<file path="src/rtl/seg_frame_scheduler.sv">
// Round-robin owner of the four-digit 7-segment display: latches one requester's frame,
// holds it for a minimum dwell, then hands the display on to the next pending requester.
module seg_frame_scheduler #(
  parameter int unsigned HOLD_CYCLES = 50000000,
  parameter int unsigned CNT_W       = 32
) (
  input  logic        clk,
  input  logic        reset,
  input  logic [3:0]  req,
  input  logic [63:0] frame_bus,
  input  logic        flush,
  output logic [3:0]  ack,
  output logic [15:0] disp_frame,
  output logic [1:0]  disp_src,
  output logic        disp_valid,
  output logic        hold_done
);

  typedef enum logic [0:0] {StIdle, StShow} state_e;

  localparam logic [15:0]      BlankFrame = 16'hDDDD;
  localparam logic [CNT_W-1:0] HoldLoad   = CNT_W'(HOLD_CYCLES - 1);
  localparam logic [CNT_W-1:0] CntOne     = {{(CNT_W-1){1'b0}}, 1'b1};

  state_e           state_q, state_d;
  logic [CNT_W-1:0] cnt_q, cnt_d;
  logic [15:0]      frame_q, frame_d;
  logic [1:0]       src_q, src_d;
  logic [1:0]       last_q, last_d;
  logic             valid_q, valid_d;
  logic [3:0]       ack_q, ack_d;

  logic             win_found;
  logic [1:0]       win_idx;
  logic             grant;

  // Codes 0xE/0xF have no glyph; show them as blank rather than garbage.
  function automatic logic [15:0] sanitise(input logic [15:0] f);
    logic [15:0] s;
    s = f;
    for (int n = 0; n < 4; n++) begin
      if (f[4*n +: 4] > 4'hD) begin
        s[4*n +: 4] = 4'hD;
      end
    end
    return s;
  endfunction

  // Search starts just after the last owner, so the previous winner ranks lowest.
  always_comb begin
    win_found = 1'b0;
    win_idx   = last_q;
    for (int k = 1; k <= 4; k++) begin
      if (!win_found && req[last_q + 2'(k)]) begin
        win_found = 1'b1;
        win_idx   = last_q + 2'(k);
      end
    end
  end

  assign hold_done = (state_q == StShow) && (cnt_q == '0);
  assign grant     = ((state_q == StIdle) || hold_done) && win_found && !flush;

  always_comb begin
    state_d = state_q;
    cnt_d   = ((state_q == StShow) && (cnt_q != '0)) ? cnt_q - CntOne : cnt_q;
    frame_d = frame_q;
    src_d   = src_q;
    last_d  = last_q;
    valid_d = valid_q;
    ack_d   = '0;

    if (flush) begin
      state_d = StIdle;
      frame_d = BlankFrame;
      valid_d = 1'b0;
      cnt_d   = '0;
    end else if (grant) begin
      state_d        = StShow;
      frame_d        = sanitise(frame_bus[{win_idx, 4'b0000} +: 16]);
      src_d          = win_idx;
      last_d         = win_idx;
      valid_d        = 1'b1;
      cnt_d          = HoldLoad;
      ack_d[win_idx] = 1'b1;
    end
  end

  always_ff @(posedge clk or negedge reset) begin
    if (!reset) begin
      state_q <= StIdle;
      cnt_q   <= '0;
      frame_q <= BlankFrame;
      src_q   <= 2'd0;
      last_q  <= 2'd3;
      valid_q <= 1'b0;
      ack_q   <= '0;
    end else begin
      state_q <= state_d;
      cnt_q   <= cnt_d;
      frame_q <= frame_d;
      src_q   <= src_d;
      last_q  <= last_d;
      valid_q <= valid_d;
      ack_q   <= ack_d;
    end
  end

  assign ack        = ack_q;
  assign disp_frame = frame_q;
  assign disp_src   = src_q;
  assign disp_valid = valid_q;

endmodule
</file>
<file path="config.mk">
export PLATFORM = sky130hd
export DESIGN_NAME = seg_frame_scheduler
export DESIGN_NICKNAME = d
export VERILOG_FILES = /design/src/rtl/seg_frame_scheduler.sv
export SDC_FILE = /design/constraint.sdc
export NUM_CORES = 1
export LEC_CHECK = 0
export ABC_AREA = 1
export BUFFER_PORTS_ARGS = -buffer_cell sky130_fd_sc_hd__buf_2
export CAP_MARGIN = 25
export CORE_MARGIN = 3
export CORE_UTILIZATION = 50
export DETAILED_ROUTE_END_ITERATION = 12
export GPL_TIMING_DRIVEN = 0
export HOLD_SLACK_MARGIN = 0.08
export PLACE_DENSITY_LB_ADDON = 0.2
export SETUP_SLACK_MARGIN = 0.1
export SLEW_MARGIN = 20
export SYNTH_ARGS = -nofsm -noshare
export SYNTH_HDL_FRONTEND = slang
export SYNTH_SLANG_ARGS = --single-unit
</file>
<file path="constraint.sdc">
create_clock -name clk -period 2.8 [get_ports clk]
set_input_delay 0.56 -clock clk [delete_from_list [all_inputs] [get_ports clk]]
set_output_delay 0.56 -clock clk [all_outputs]
set_load 0.01 [all_outputs]
</file>
### After elaboration in Yosys (flattened, before gate mapping)

Cells that the tools add are included.

* add/subtract/negate cells: 4
* magnitude comparators: 10
* shifts and indexed selects: 1
* muxes and demuxes: 31
* bitwise gates (word level): 2
* reduce and logical (&&, ||, !) cells: 18

Operator list (number)
* $mux W32: 3
* $shiftx A64 B7 Y16: 1
* $logic_not A32 Y1: 1
* $mux W16: 2
* $reduce_bool A32 Y1: 1
* $sub A32 B1 Y32 const B: 1
* $mux W4: 6
* $gt A4 B4 Y1 const B: 4
* $lt A2 B3 Y1 const B: 5
* $mux W1: 11
* $bmux W1 S2: 4
* $logic_and A1 B1 Y1: 8
* $mux W2: 4
* $add A2 B2 Y2 const B: 2
* $logic_not A1 Y1: 4
* $reduce_bool A3 Y1: 1
* $add A2 B1 Y2 const B: 1
* $demux W1 S2: 1
* $ge A2 B1 Y1 const B: 1
* $not A1 Y1: 2
* $reduce_and A2 Y1: 1
* $reduce_bool A2 Y1: 1
* $logic_or A1 B1 Y1: 1

* bits in registers: 57
* input port bits: 71
* output and inout bits: 24
* logic and storage cells: 72

### Depth between registers and ports, before layout

Gate-level depths: netlist of the first run.

* depth in word-level cells: 19
* gate-level depth with buffers: 17
* depth with buffers taken out: 16

### Worst setup path before layout of the first run

Ideal clock, no wire load.

* path kind: reg2reg
* start: reg cnt_q[0]
* end: reg cnt_q[30]
* library setup time: 121 ps
* arrival time: 1873 ps
* data required time: 2679 ps
* slack: 806 ps
* stages on the path, launching flop included: 13
* path buffers: 0
* clock period less this slack: 1994 ps
* path through: dfrtp_1 > inv_1 > ha_1 > nand2_1 > nor2_1 > nand2_1 > nor2_2 > nand3_1 > or2_2 > nor2_2 > nand3_1 > xor2_1 > nor2_1

* cells in the longest elaborated chain, start to end: 7
* elaborated cells on any way between the ends: 12
* those cells by class: add/sub: 1; mux: 3; reduce/logical: 8

RTL lines
* start: declaration: RTL line 26 `logic [CNT_W-1:0] cnt_q, cnt_d;`
* start signal: assignment: RTL line 100 `cnt_q <= cnt_d;`
* parallel branches: the longest is 7 deep, another holds $sub A32 B1 Y32

Parallel ways; which one is timed is not known. The select of a mux whose other input is x is not followed.
A chain may end at the register's enable or synchronous reset.

### Worst setup path after layout of the first run

Ends and elaborated chain as after synthesis.

==> impl_summary.log, run 1 <==
[metrics] status: finished, final reports clean
[metrics] cell type contributing the most total cell area after synthesis: sky130_fd_sc_hd__dfrtp_1
[metrics] maximum number of pins on one net before global-route repair: 58
[metrics] setup repair after global routing missed its margin: no
[metrics] most frequently used cell type in the post-synthesis netlist: sky130_fd_sc_hd__nand2_1
[metrics] Hold Fails Final Rpt: 0
[metrics] count of pins on the block boundary: 95
[metrics] critical setup path kind: register to register
[metrics] share of cells above drive strength 1: 25.3%
[metrics] post-CTS clock slew at the launch and capture registers of the worst setup and hold paths: around 0.070 ns
[metrics] Critical Path AT: 2.70 ns
[metrics] final weighted congestion in routability-driven placement: 0.895
[metrics] Vert. Die Dim: 94.8 um
[metrics] register bit count reported by yosys: 57
[metrics] later-pin clock latency in the skew report: around 0.36 ns
[metrics] # setup viols final: 0
[metrics] post-synthesis sequential area ratio: 36.6%
[metrics] fin crit share: between 80% and 90%
[metrics] die boundary width: around 95 um
[metrics] capture instance of the worst register-to-register path: cnt_q[30]
[metrics] TritonCTS clock tree: done
[metrics] final HPWL from detailed placement: 8510 um
[metrics] cell types occupying the most area after synthesis: sky130_fd_sc_hd__dfrtp_1, sky130_fd_sc_hd__nand2_1, sky130_fd_sc_hd__nand3_1
[metrics] TritonCTS buffer count: 9
[metrics] core region area: 7450 sq um
[metrics] area share of the leading cell type in the synthesized netlist: 27.3%
[metrics] standard-cell rows: 31
[metrics] CP max FO: 5
[metrics] Internal Dissipation: a little under 3 mW
[metrics] detailed-routed wire length on met2: 5310 um
[metrics] post-detailed-route count of antenna-violating nets: 0
[metrics] All-Layer GR Usage: 26.3%
[metrics] Clock Tree Root: sky130_fd_sc_hd__clkbuf_8
[metrics] die outline area: around 9000 sq um
[metrics] post-synthesis instance area: 3950 sq um
[metrics] kind of path behind the tightest hold check: primary input to asynchronous set/reset pin
[metrics] Net Sw Power: 3.18 mW
[metrics] routed len/inst: 14.1 um
[metrics] number of hold buffers added after CTS: 0
[metrics] Post-CTS Resized: 0
[metrics] 1st-pass router iterations: 5
[metrics] net switching fraction of the power: 52.1%
[metrics] synthesized area per cell: between 6 and 7 sq um
[metrics] total negative slack: 0 ns
[metrics] uppermost routed layer: met4
[metrics] Synthesized Nets: 654
[metrics] Seq pwr share: ~22%
[metrics] number of distinct library cells after synthesis: 35
[metrics] Initial Util: 53.0%
[metrics] post-route DRC violation count: 0
[metrics] number of cells on the worst reg-to-reg path: 12
[metrics] area after detailed placement: 4540 sq um
[metrics] Inserted Diodes: 0
[metrics] Vias: ~4200
[metrics] clock network fraction of total power: between 10 and 15%
[metrics] Post-CTS Setup Inserts: 0
[metrics] layout overhead on the synthesized area: 20.6%
[metrics] commonest cells in the netlist: sky130_fd_sc_hd__nand2_1, sky130_fd_sc_hd__nand3_1, sky130_fd_sc_hd__inv_1
[metrics] number of antenna violations at the first check in global routing: 0
[metrics] DRC violation total after the first TritonRoute iteration: roughly 310
[metrics] maxcap violations: 0
[metrics] footprint of the multi-input gates: 2090 sq um
[metrics] H-tree Lvls: 3
[metrics] ratio of routed vias to standard cells: 5.37
[metrics] number of pins exceeding their max-slew limit in the final report: 0
[metrics] combinational cell fraction of total power: 64.5%
[metrics] most used flip-flop cell after synthesis: sky130_fd_sc_hd__dfrtp_1
[metrics] Met3 Wirelength: 724 um
[metrics] Critical R2R Launch: cnt_q[0]
[metrics] Power Density: 1280 nW/um^2
[metrics] Seq. cell area: 1440 sq um
[metrics] worst rel slew slack: 52.8%
[metrics] total wire length after detailed routing: 11200 um
[metrics] number of synthesized flops with an enable pin: 0
[metrics] Leakage: 2.60 nW
[metrics] Critical Path Sink Type: register
[metrics] number of instances in the synthesized netlist: 581
[metrics] global-route wire length before repair: 18500 um
[metrics] Met1 Routed Length: 4930 um
[metrics] worst-margin pin slew: 0.709 ns
[metrics] number of filler instances in the final layout: 710
[metrics] required time of the worst setup path: 3.03 ns
[metrics] maximum vdd drop: 0.000705 V
[metrics] final net count: 759
[metrics] ys async rst share: 100%
[metrics] clock sink count: 57
[metrics] GRT overflow: 0
[metrics] time the worst path needs with I/O delays and setup: 2.46 ns
[metrics] Setup crit start kind: register
[metrics] Max Buffers Root-to-Sink: 2
[metrics] Worst Hold Slack: 0.241 ns
[metrics] Non-Filler Cell Area, Final: 4760 sq um
[metrics] Port Buffers: 94
[metrics] number of global-route vias before repair: 4009
[metrics] skew final: approximately 0.011 ns
[metrics] Yosys warning total: 0
[metrics] setup slack of the most critical reg-to-reg path: 0.34 ns
[metrics] achievable clock frequency: 406 MHz
[through the flow]
step | power [mW] | util [%] | cells | setup slack, ns
finish | 6.11 | 63.9 | 790 | 0.336
global route | 6.68 | 63.9 | 790 | 0.129
CTS | 6.07 | 63.9 | 790 | 0.353
detailed placement | 5.21 | 61.0 | 774 | 0.377
global placement | 5.09 | 61.0 | 774 | 0.418
floorplan | 4.20 | - | 581 | 0.806
[sequential cells by signal (all words and copies together), names as in the netlist]
| name | flops |
|---|---|
| ack | 4 |
| disp_valid | 1 |
| last_q | 2 |
| cnt_q | 32 |
| disp_frame | 16 |
| disp_src | 2 |
[routing by layer]
layer	vias to the layer above	track usage [%]
li1	2076	-
met1	1982	35.1
met2	160	42.1
met3	23	6.69
met4	0	8.17
met5	-	0
[worst max path at each step]
stage | from | end | cells after the start
2_1_floorplan | cnt_q[0] | cnt_q[30] | 12
3_3_place_gp | cnt_q[8] | ack[1] | 10
3_5_place_dp | cnt_q[8] | last_q[0] | 10
4_1_cts | cnt_q[8] | last_q[0] | 10
5_1_grt | cnt_q[0] | cnt_q[30] | 12
6_report | cnt_q[0] | cnt_q[30] | 12
[cells by family (layout without fill, tap and decap cells)]
kind of cell / after synthesis / in the layout / share of synthesized area (%)
adder cells (fa/ha/maj): 2 / 2 / 0.634
buffers and inverters: 93 / 203 / 10.4
AO/OA/AOI/OAI: 66 / 66 / 9.29
flip-flops: 57 / 57 / 36.6
XOR/XNOR: 15 / 15 / 3.33
AND/OR/NAND/NOR: 348 / 348 / 39.8
[final cells by class]
| cell class | count | share of cell area [%] |
|---|---|---|
| clock buffers | 14 | 3.84 |
| inverters | 76 | 6.04 |
| multi-input cells | 431 | 43.9 |
| plain buffers | 17 | 2.58 |
| clock inverters | 2 | 0.736 |
| well taps | 99 | 2.60 |
| repair buffers | 94 | 9.93 |
| flip-flops and latches | 57 | 30.3 |
[cell usage in the layout (no fill, tap or decap), types with 13 or more instances in the layout]
master                     instances
sky130_fd_sc_hd__dfstp_2          14
sky130_fd_sc_hd__buf_2           101
sky130_fd_sc_hd__o21ai_0          29
sky130_fd_sc_hd__o21ai_1          14
sky130_fd_sc_hd__nand2_1         164
sky130_fd_sc_hd__xor2_1           14
sky130_fd_sc_hd__nor2_1           59
sky130_fd_sc_hd__clkbuf_8         13
sky130_fd_sc_hd__inv_1            68
sky130_fd_sc_hd__dfrtp_1          43
sky130_fd_sc_hd__nand3_1          75
[critical path, cell delays in order, from the launching register on]
cell	delay [ns]
sky130_fd_sc_hd__dfrtp_1	0.42
sky130_fd_sc_hd__inv_1	0.11
sky130_fd_sc_hd__ha_1	0.23
sky130_fd_sc_hd__nand2_1	0.11
sky130_fd_sc_hd__nor2_1	0.13
sky130_fd_sc_hd__nand2_1	0.13
sky130_fd_sc_hd__nor2_2	0.21
sky130_fd_sc_hd__nand3_1	0.17
sky130_fd_sc_hd__or2_2	0.32
sky130_fd_sc_hd__nor2_2	0.20
sky130_fd_sc_hd__nand3_1	0.12
sky130_fd_sc_hd__xor2_1	0.15
sky130_fd_sc_hd__nor2_1	0.05
[power by group through the flow]
stage | logic (mW) | registers (mW) | clock network [mW]
after floorplan | 2.85 | 1.35 | 0
after global placement | 3.77 | 1.32 | 0
after detailed placement | 3.88 | 1.33 | 0
after CTS | 3.90 | 1.32 | 0.854
after global routing | 4.43 | 1.36 | 0.896
final | 3.94 | 1.33 | 0.843
Note: power is estimated with default switching activity, not from simulation.
==> run 2, diff against run 1 <==
CTS_BUF_LIST = sky130_fd_sc_hd__clkbuf_4 sky130_fd_sc_hd__clkbuf_8   (was not set)
==> impl_summary.log, run 2 (synthesis results as in run 1) <==
[metrics] status: finished, final reports clean (unchanged)
[metrics] highest-count cells in the layout ignoring fill and taps: sky130_fd_sc_hd__nand2_1, sky130_fd_sc_hd__buf_2, sky130_fd_sc_hd__nand3_1, sky130_fd_sc_hd__inv_1, sky130_fd_sc_hd__nor2_1 (unchanged)
[metrics] Post-CTS Resized: 0 (unchanged)
[metrics] die boundary width: 94.8 um (unchanged)
[metrics] final net count: 759 (unchanged)
[metrics] ratio of routed vias to standard cells: 5.37 (unchanged)
[metrics] Vert. Die Dim: 94.8 um (unchanged)
[metrics] TritonCTS clock tree: done (unchanged)
[metrics] clock sink count: 57 (unchanged)
[metrics] share of cells above drive strength 1: 25.5% (was 25.3%)
[metrics] count of pins on the block boundary: 95 (unchanged)
[metrics] total wire length after detailed routing: 11200 um (unchanged)
[metrics] DRC violation total after the first TritonRoute iteration: 314 (unchanged)
[metrics] maximum vdd drop: 0.000705 V (unchanged)
[metrics] Critical Path AT: 2.70 ns (about the same)
[metrics] leading cell type in the layout, fill and taps excluded: sky130_fd_sc_hd__nand2_1 (unchanged)
[metrics] number of hold buffers added after CTS: 0 (unchanged)
[metrics] Leakage: 2.61 nW (was 2.60 nW)
[metrics] required time of the worst setup path: 3.04 ns (was 3.03 ns)
[metrics] Max Buffers Root-to-Sink: 2 (unchanged)
[metrics] maxcap violations: 0 (unchanged)
[metrics] # setup viols final: 0 (unchanged)
[metrics] GRT overflow: 0 (unchanged)
[metrics] All-Layer GR Usage: 26.3% (unchanged)
[metrics] 1st-pass router iterations: 5 (unchanged)
[metrics] CP max FO: 5 (unchanged)
[metrics] worst rel slew slack: 52.8% (unchanged)
[metrics] Critical Path Sink Type: register (unchanged)
[metrics] Power Density: 1280 nW/um^2 (about the same)
[metrics] Setup crit start kind: register (unchanged)
[metrics] final HPWL from detailed placement: 8510 um (unchanged)
[metrics] final weighted congestion in routability-driven placement: 0.895 (unchanged)
[metrics] Critical R2R Launch: cnt_q[0] (unchanged)
[metrics] critical path startpoint: cnt_q[0] (unchanged)
[metrics] later-pin clock latency in the skew report: 0.36 ns (about the same)
[metrics] die outline area: 8990 sq um (unchanged)
[metrics] achievable clock frequency: 406 MHz (about the same)
[metrics] Post-CTS Setup Inserts: 0 (unchanged)
[metrics] Port Buffers: 94 (unchanged)
[metrics] Largest register FFs: 32 (unchanged)
[metrics] post-route DRC violation count: 0 (unchanged)
[metrics] number of pins exceeding their max-slew limit in the final report: 0 (unchanged)
[metrics] H-tree Lvls: 3 (unchanged)
[metrics] post-detailed-route count of antenna-violating nets: 0 (unchanged)
[metrics] Initial Util: 53.0% (unchanged)
[metrics] maximum number of pins on one net before global-route repair: 58 (unchanged)
[metrics] post-layout util: 64.0% (was 63.9%)
[metrics] setup slack of the most critical reg-to-reg path: 0.34 ns (about the same)
[metrics] fin crit share: 88.0% (about the same)
[metrics] core region area: 7450 sq um (unchanged)
[metrics] TritonCTS buffer count: 9 (unchanged)
[metrics] setup repair after global routing missed its margin: no (unchanged)
[metrics] number of global-route vias before repair: 4009 (unchanged)
[metrics] critical setup path kind: register to register (unchanged)
[metrics] time the worst path needs with I/O delays and setup: 2.46 ns (about the same)
[metrics] Inserted Diodes: 0 (unchanged)
[metrics] Vias: 4241 (unchanged)
[metrics] skew final: 0.0109 ns (unchanged)
[metrics] post-CTS clock slew at the launch and capture registers of the worst setup and hold paths: 0.07 ns (about the same)
[metrics] register with the highest flop count: cnt_q (unchanged)
[metrics] global-route wire length before repair: 18500 um (unchanged)
[metrics] standard-cell rows: 31 (unchanged)
[metrics] number of antenna violations at the first check in global routing: 0 (unchanged)
[metrics] layout overhead on the synthesized area: 20.7% (was 20.6%)
[metrics] worst-margin pin slew: 0.709 ns (unchanged)
[metrics] total negative slack: 0 ns (unchanged)
[metrics] routed len/inst: 14.1 um (unchanged)
[metrics] Clock Tree Root: sky130_fd_sc_hd__clkbuf_8 (unchanged)
[metrics] kind of path behind the tightest hold check: primary input to asynchronous set/reset pin (unchanged)
[metrics] Hold Fails Final Rpt: 0 (unchanged)
run 2: cell counts in the layout (fill, tap and decap cells not counted):
Identical to the previous run, type by type.
run 2: worst max-delay path: stages (launching register included):
cell and delay [ns]:
sky130_fd_sc_hd__dfrtp_1 0.42, sky130_fd_sc_hd__inv_1 0.11, sky130_fd_sc_hd__ha_1 0.23, sky130_fd_sc_hd__nand2_1 0.11, sky130_fd_sc_hd__nor2_1 0.13, sky130_fd_sc_hd__nand2_1 0.13, sky130_fd_sc_hd__nor2_2 0.21, sky130_fd_sc_hd__nand3_1 0.17
sky130_fd_sc_hd__or2_2 0.32, sky130_fd_sc_hd__nor2_2 0.20, sky130_fd_sc_hd__nand3_1 0.12, sky130_fd_sc_hd__xor2_1 0.15, sky130_fd_sc_hd__nor2_1 0.05
run 2: final timing paths:
path	to	depth (start not counted)
min in group clk	disp_valid	2
max in group asynchronous	cnt_q[11]	1
max reg2reg	cnt_q[30]	12
min	ack[1]	1
min reg2reg	cnt_q[7]	1
max	cnt_q[30]	12
run 2: layer usage:
| layer | track usage (%) | up-vias | share of wire (%) |
|---|---|---|---|
| met1 | 35.1 | 1982 | 44 |
| met4 | 8.17 | 0 | 1.9 |
| met3 | 6.69 | 23 | 6.5 |
| met5 | 0 | - | 0 |
| met2 | 42.1 | 160 | 48 |
| li1 | - | 2076 | - |
run 2: final cells by class:
cell class                 count  area (sq um)
clock inverter                 2          35.0
tap                           99           124
timing repair buffer          94           473
clock buffer                  14           186
sequential                    57          1440
buffer                        17           123
fill                         709          2680
multi-input combinational    431          2090
inverter                      76           288
run 2: power by group:
part | switching (mW) | total [mW] | internal [mW]
clock network | 0.336 | 0.853 | 0.517
logic | 2.64 | 3.94 | 1.29
registers | 0.197 | 1.33 | 1.13
total | 3.18 | 6.12 | 2.94
run 2: through the flow:
stage	setup slack [ns]	instance area, sq um	power [mW]	instances	hold slack [ns]
2_1_floorplan	0.806	3950	4.20	581	0.264
3_3_place_gp	0.418	4540	5.09	774	0.467
3_5_place_dp	0.377	4540	5.21	774	0.470
4_1_cts	0.353	4760	6.08	790	0.279
5_1_grt	0.130	4760	6.69	790	0.293
6_report	0.337	4760	6.12	790	0.241
==> run 3, diff against run 2 <==
ABC_AREA = not set   (was 1)
==> impl_summary.log, run 3 <==
[metrics] total power after layout: 2.88 mW (was 6.12 mW)
[metrics] most used flip-flop cell after synthesis: sky130_fd_sc_hd__dfrtp_1 (unchanged)
[metrics] worst-margin pin slew: 0.768 ns (was 0.709 ns)
[metrics] Power Density: 618 nW/um^2 (was 1280 nW/um^2)
[metrics] kind of path behind the tightest hold check: primary input to asynchronous set/reset pin (unchanged)
[metrics] number of distinct library cells after synthesis: 48 (was 35)
[metrics] number of global-route vias before repair: 3704 (was 4009)
[metrics] placed instance count: 570 (was 774)
[metrics] maxcap violations: 0 (unchanged)
[metrics] Yosys warning total: 0 (unchanged)
[metrics] Hold Fails Final Rpt: 0 (unchanged)
[metrics] Largest register FFs: 32 (unchanged)
[metrics] register bit count reported by yosys: 57 (unchanged)
[metrics] final HPWL from detailed placement: 7310 um (was 8510 um)
[metrics] number of hold buffers added after CTS: 0 (unchanged)
[metrics] highest-count cells in the layout ignoring fill and taps: sky130_fd_sc_hd__buf_2, sky130_fd_sc_hd__dfrtp_1, sky130_fd_sc_hd__nor2_1, sky130_fd_sc_hd__nand2_1, sky130_fd_sc_hd__o211ai_1 (was sky130_fd_sc_hd__nand2_1, sky130_fd_sc_hd__buf_2, sky130_fd_sc_hd__nand3_1, sky130_fd_sc_hd__inv_1, sky130_fd_sc_hd__nor2_1)
[metrics] post-placement setup slack: -0.601 ns (was 0.377 ns)
[metrics] maximum vdd drop: 0.000306 V (was 0.000705 V)
[metrics] Initial Util: 51.7% (was 53.0%)
[metrics] TritonCTS buffer count: 9 (unchanged)
[metrics] cell type contributing the most total cell area after synthesis: sky130_fd_sc_hd__dfrtp_1 (unchanged)
[metrics] Vias: 3533 (was 4241)
[metrics] count of pins on the block boundary: 95 (unchanged)
[metrics] commonest cells in the netlist: sky130_fd_sc_hd__dfrtp_1, sky130_fd_sc_hd__nor2_1, sky130_fd_sc_hd__nand2_1 (was sky130_fd_sc_hd__nand2_1, sky130_fd_sc_hd__nand3_1, sky130_fd_sc_hd__inv_1)
[metrics] number of instances in the synthesized netlist: 382 (was 581)
[metrics] post-synthesis instance area: 3530 sq um (was 3950 sq um)
[metrics] minimum setup slack in the final design: 0.0890 ns (was 0.337 ns)
[metrics] Net Sw Power: 966 uW (was 3.18 mW)
[metrics] required time of the worst setup path: 3.02 ns (was 3.04 ns)
[metrics] number of cells on the worst reg-to-reg path: 6 (was 12)
[metrics] Critical Path Sink Type: register (unchanged)
[metrics] standard-cell rows: 30 (was 31)
[metrics] DRC violation total after the first TritonRoute iteration: 166 (was 314)
[metrics] ys async rst share: 100% (unchanged)
[metrics] post-detailed-route count of antenna-violating nets: 0 (unchanged)
[metrics] non-filler instance count after layout: 600 (was 790)
[metrics] GRT overflow: 0 (unchanged)
[metrics] All-Layer GR Usage: 25.4% (was 26.3%)
[metrics] die boundary width: 90.1 um (was 94.8 um)
[metrics] Synthesized Nets: 455 (was 654)
[metrics] Vert. Die Dim: 90.1 um (was 94.8 um)
[metrics] critical setup path kind: register to register (unchanged)
[metrics] routed len/inst: 17.0 um (was 14.1 um)
[metrics] 1st-pass router iterations: 5 (unchanged)
[metrics] Leakage: 2.07 nW (was 2.61 nW)
[metrics] number of antenna violations at the first check in global routing: 0 (unchanged)
[metrics] ratio of routed vias to standard cells: 5.89 (was 5.37)
[metrics] achievable clock frequency: 369 MHz (was 406 MHz)
[metrics] leading cell type in the layout, fill and taps excluded: sky130_fd_sc_hd__buf_2 (was sky130_fd_sc_hd__nand2_1)
[metrics] Port Buffers: 92 (was 94)
[metrics] Critical Path AT: 2.93 ns (was 2.70 ns)
[metrics] share of cells above drive strength 1: 36.5% (was 25.5%)
[metrics] post-synthesis sequential area ratio: 40.9% (was 36.6%)
[metrics] status: finished, final reports clean (unchanged)
[metrics] later-pin clock latency in the skew report: 0.34 ns (was 0.36 ns)
[metrics] CP max FO: 7 (was 5)
[metrics] worst rel slew slack: 48.4% (was 52.8%)
[metrics] total wire length after detailed routing: 10200 um (was 11200 um)
[metrics] fin crit share: 96.8% (was 88.0%)
[metrics] post-route DRC violation count: 0 (unchanged)
[metrics] area share of the leading cell type in the synthesized netlist: 30.5% (was 27.3%)
[metrics] Max Buffers Root-to-Sink: 2 (unchanged)
[metrics] # setup viols final: 0 (unchanged)
[metrics] layout overhead on the synthesized area: 32.0% (was 20.7%)
[metrics] TritonCTS clock tree: done (unchanged)
[metrics] synthesized area per cell: 9.25 sq um (was 6.79 sq um)
[metrics] maximum number of pins on one net before global-route repair: 58 (unchanged)
[metrics] H-tree Lvls: 3 (unchanged)
[metrics] combinational cell fraction of total power: 34.3% (was 64.4%)
[metrics] cell types occupying the most area after synthesis: sky130_fd_sc_hd__dfrtp_1, sky130_fd_sc_hd__dfstp_2, sky130_fd_sc_hd__o211ai_1 (was sky130_fd_sc_hd__dfrtp_1, sky130_fd_sc_hd__nand2_1, sky130_fd_sc_hd__nand3_1)
[metrics] number of synthesized flops with an enable pin: 0 (unchanged)
[metrics] number of pins exceeding their max-slew limit in the final report: 0 (unchanged)
[metrics] most frequently used cell type in the post-synthesis netlist: sky130_fd_sc_hd__dfrtp_1 (was sky130_fd_sc_hd__nand2_1)
[metrics] core region area: 6830 sq um (was 7450 sq um)
[metrics] post-CTS clock slew at the launch and capture registers of the worst setup and hold paths: 0.07 ns (about the same)
[metrics] Setup crit start kind: register (unchanged)
[metrics] global-route wire length before repair: 17000 um (was 18500 um)
[metrics] Internal Dissipation: 1.92 mW (was 2.94 mW)
[metrics] Seq pwr share: 34.9% (was 21.7%)
[metrics] Clock Tree Root: sky130_fd_sc_hd__clkbuf_8 (unchanged)
[metrics] final weighted congestion in routability-driven placement: 0.810 (was 0.895)
[metrics] clock network fraction of total power: 30.8% (was 13.9%)
[metrics] skew final: 0.0109 ns (about the same)
[metrics] Inserted Diodes: 0 (unchanged)
[metrics] register with the highest flop count: cnt_q (unchanged)
[metrics] setup repair after global routing missed its margin: yes (was no)
[metrics] net switching fraction of the power: 33.5% (was 52.0%)
[metrics] die outline area: 8110 sq um (was 8990 sq um)
[metrics] Non-Filler Cell Area, Final: 4670 sq um (was 4760 sq um)
[metrics] area after detailed placement: 4130 sq um (was 4540 sq um)
[metrics] clock sink count: 57 (unchanged)
[metrics] time the worst path needs with I/O delays and setup: 2.71 ns (was 2.46 ns)
[metrics] final net count: 572 (was 759)
-- run 3: cell types whose count changed after synthesis, sizes merged, moves of 13 or more --
cell,delta
inv,-54
nor4,+13
o32ai,+16
o21ai,-36
buf,-13
clkbuf,+22
o211ai,+28
nand2,-140
nor2,-28
nand3,-76
-- run 3: what timing repair did --
| item | CTS | global route |
|---|---|---|
| setup endpoints to repair | 57 | 53 |
| setup buffers | 11 | 3 |
| pin swaps | 19 | 5 |
| hold endpoints to repair | 0 | 0 |
| resized for setup | 39 | 17 |
-- run 3: critical path: stages (launching register included) --
cell                       delay (ns)
sky130_fd_sc_hd__dfrtp_1         0.42
sky130_fd_sc_hd__nor4_1          0.59
sky130_fd_sc_hd__nand4_1         0.43
sky130_fd_sc_hd__or4_1           0.58
sky130_fd_sc_hd__o31ai_1         0.24
sky130_fd_sc_hd__a21oi_1         0.10
sky130_fd_sc_hd__a311oi_1        0.24
-- run 3: routing by layer --
metal  global-route usage (%)  share of wire (%)  up-vias
met5                        0                  0        -
met4                     9.06                1.7        0
met3                     5.86                6.0       15
met2                     44.0                 51      116
met1                     30.8                 41     1726
li1                         -                  -     1676
-- run 3: final timing paths --
path                                   from           to  slack [ns]
worst max-delay path               cnt_q[6]    cnt_q[19]        0.09
worst min-delay path                  reset    cnt_q[25]        0.26
worst max register to register     cnt_q[6]    cnt_q[19]        0.09
worst min register to register  disp_src[0]  disp_src[0]        0.49
max in group asynchronous             reset    cnt_q[24]        1.99
min in group clk                disp_src[0]  disp_src[0]        0.49
-- run 3: cell type report --
class / count / area (sq um)
plain buffers: 26 / 180
clock buffers: 11 / 151
clock inverters: 5 / 77.6
fillers: 562 / 2170
inverters: 22 / 82.6
multi-input cells: 277 / 2030
flip-flops and latches: 57 / 1450
well taps: 96 / 120
repair buffers: 106 / 576
-- run 3: power by group through the flow --
stage	logic, mW	clock network, mW	registers (mW)
after floorplan	0.606	0	1.03
after detailed placement	0.905	0	1.01
after CTS	0.960	0.894	0.999
after global routing	1.08	0.930	1.02
final	0.988	0.889	1.01
after global placement	0.886	0	1.01
-- run 3: per-stage QoR --
step | util (%) | TNS (ns) | hold slack, ns
2_1_floorplan | - | 0 | 0.264
3_3_place_gp | 60.4 | -16.82 | 0.470
3_5_place_dp | 60.4 | -20.02 | 0.476
4_1_cts | 67.1 | 0 | 0.304
5_1_grt | 68.3 | -0.0882 | 0.332
6_report | 68.3 | 0 | 0.264
-- run 3: cells by family after synthesis --
kind of cell / share of synthesized area [%]
adders and majority gates: 0.708
xor gates and xnor gates: 3.47
DFF: 40.9
and+or+nand+nor: 20.0
buffers and inverters: 5.17
AOI/OAI and AO/OA: 22.4
muxes: 7.37
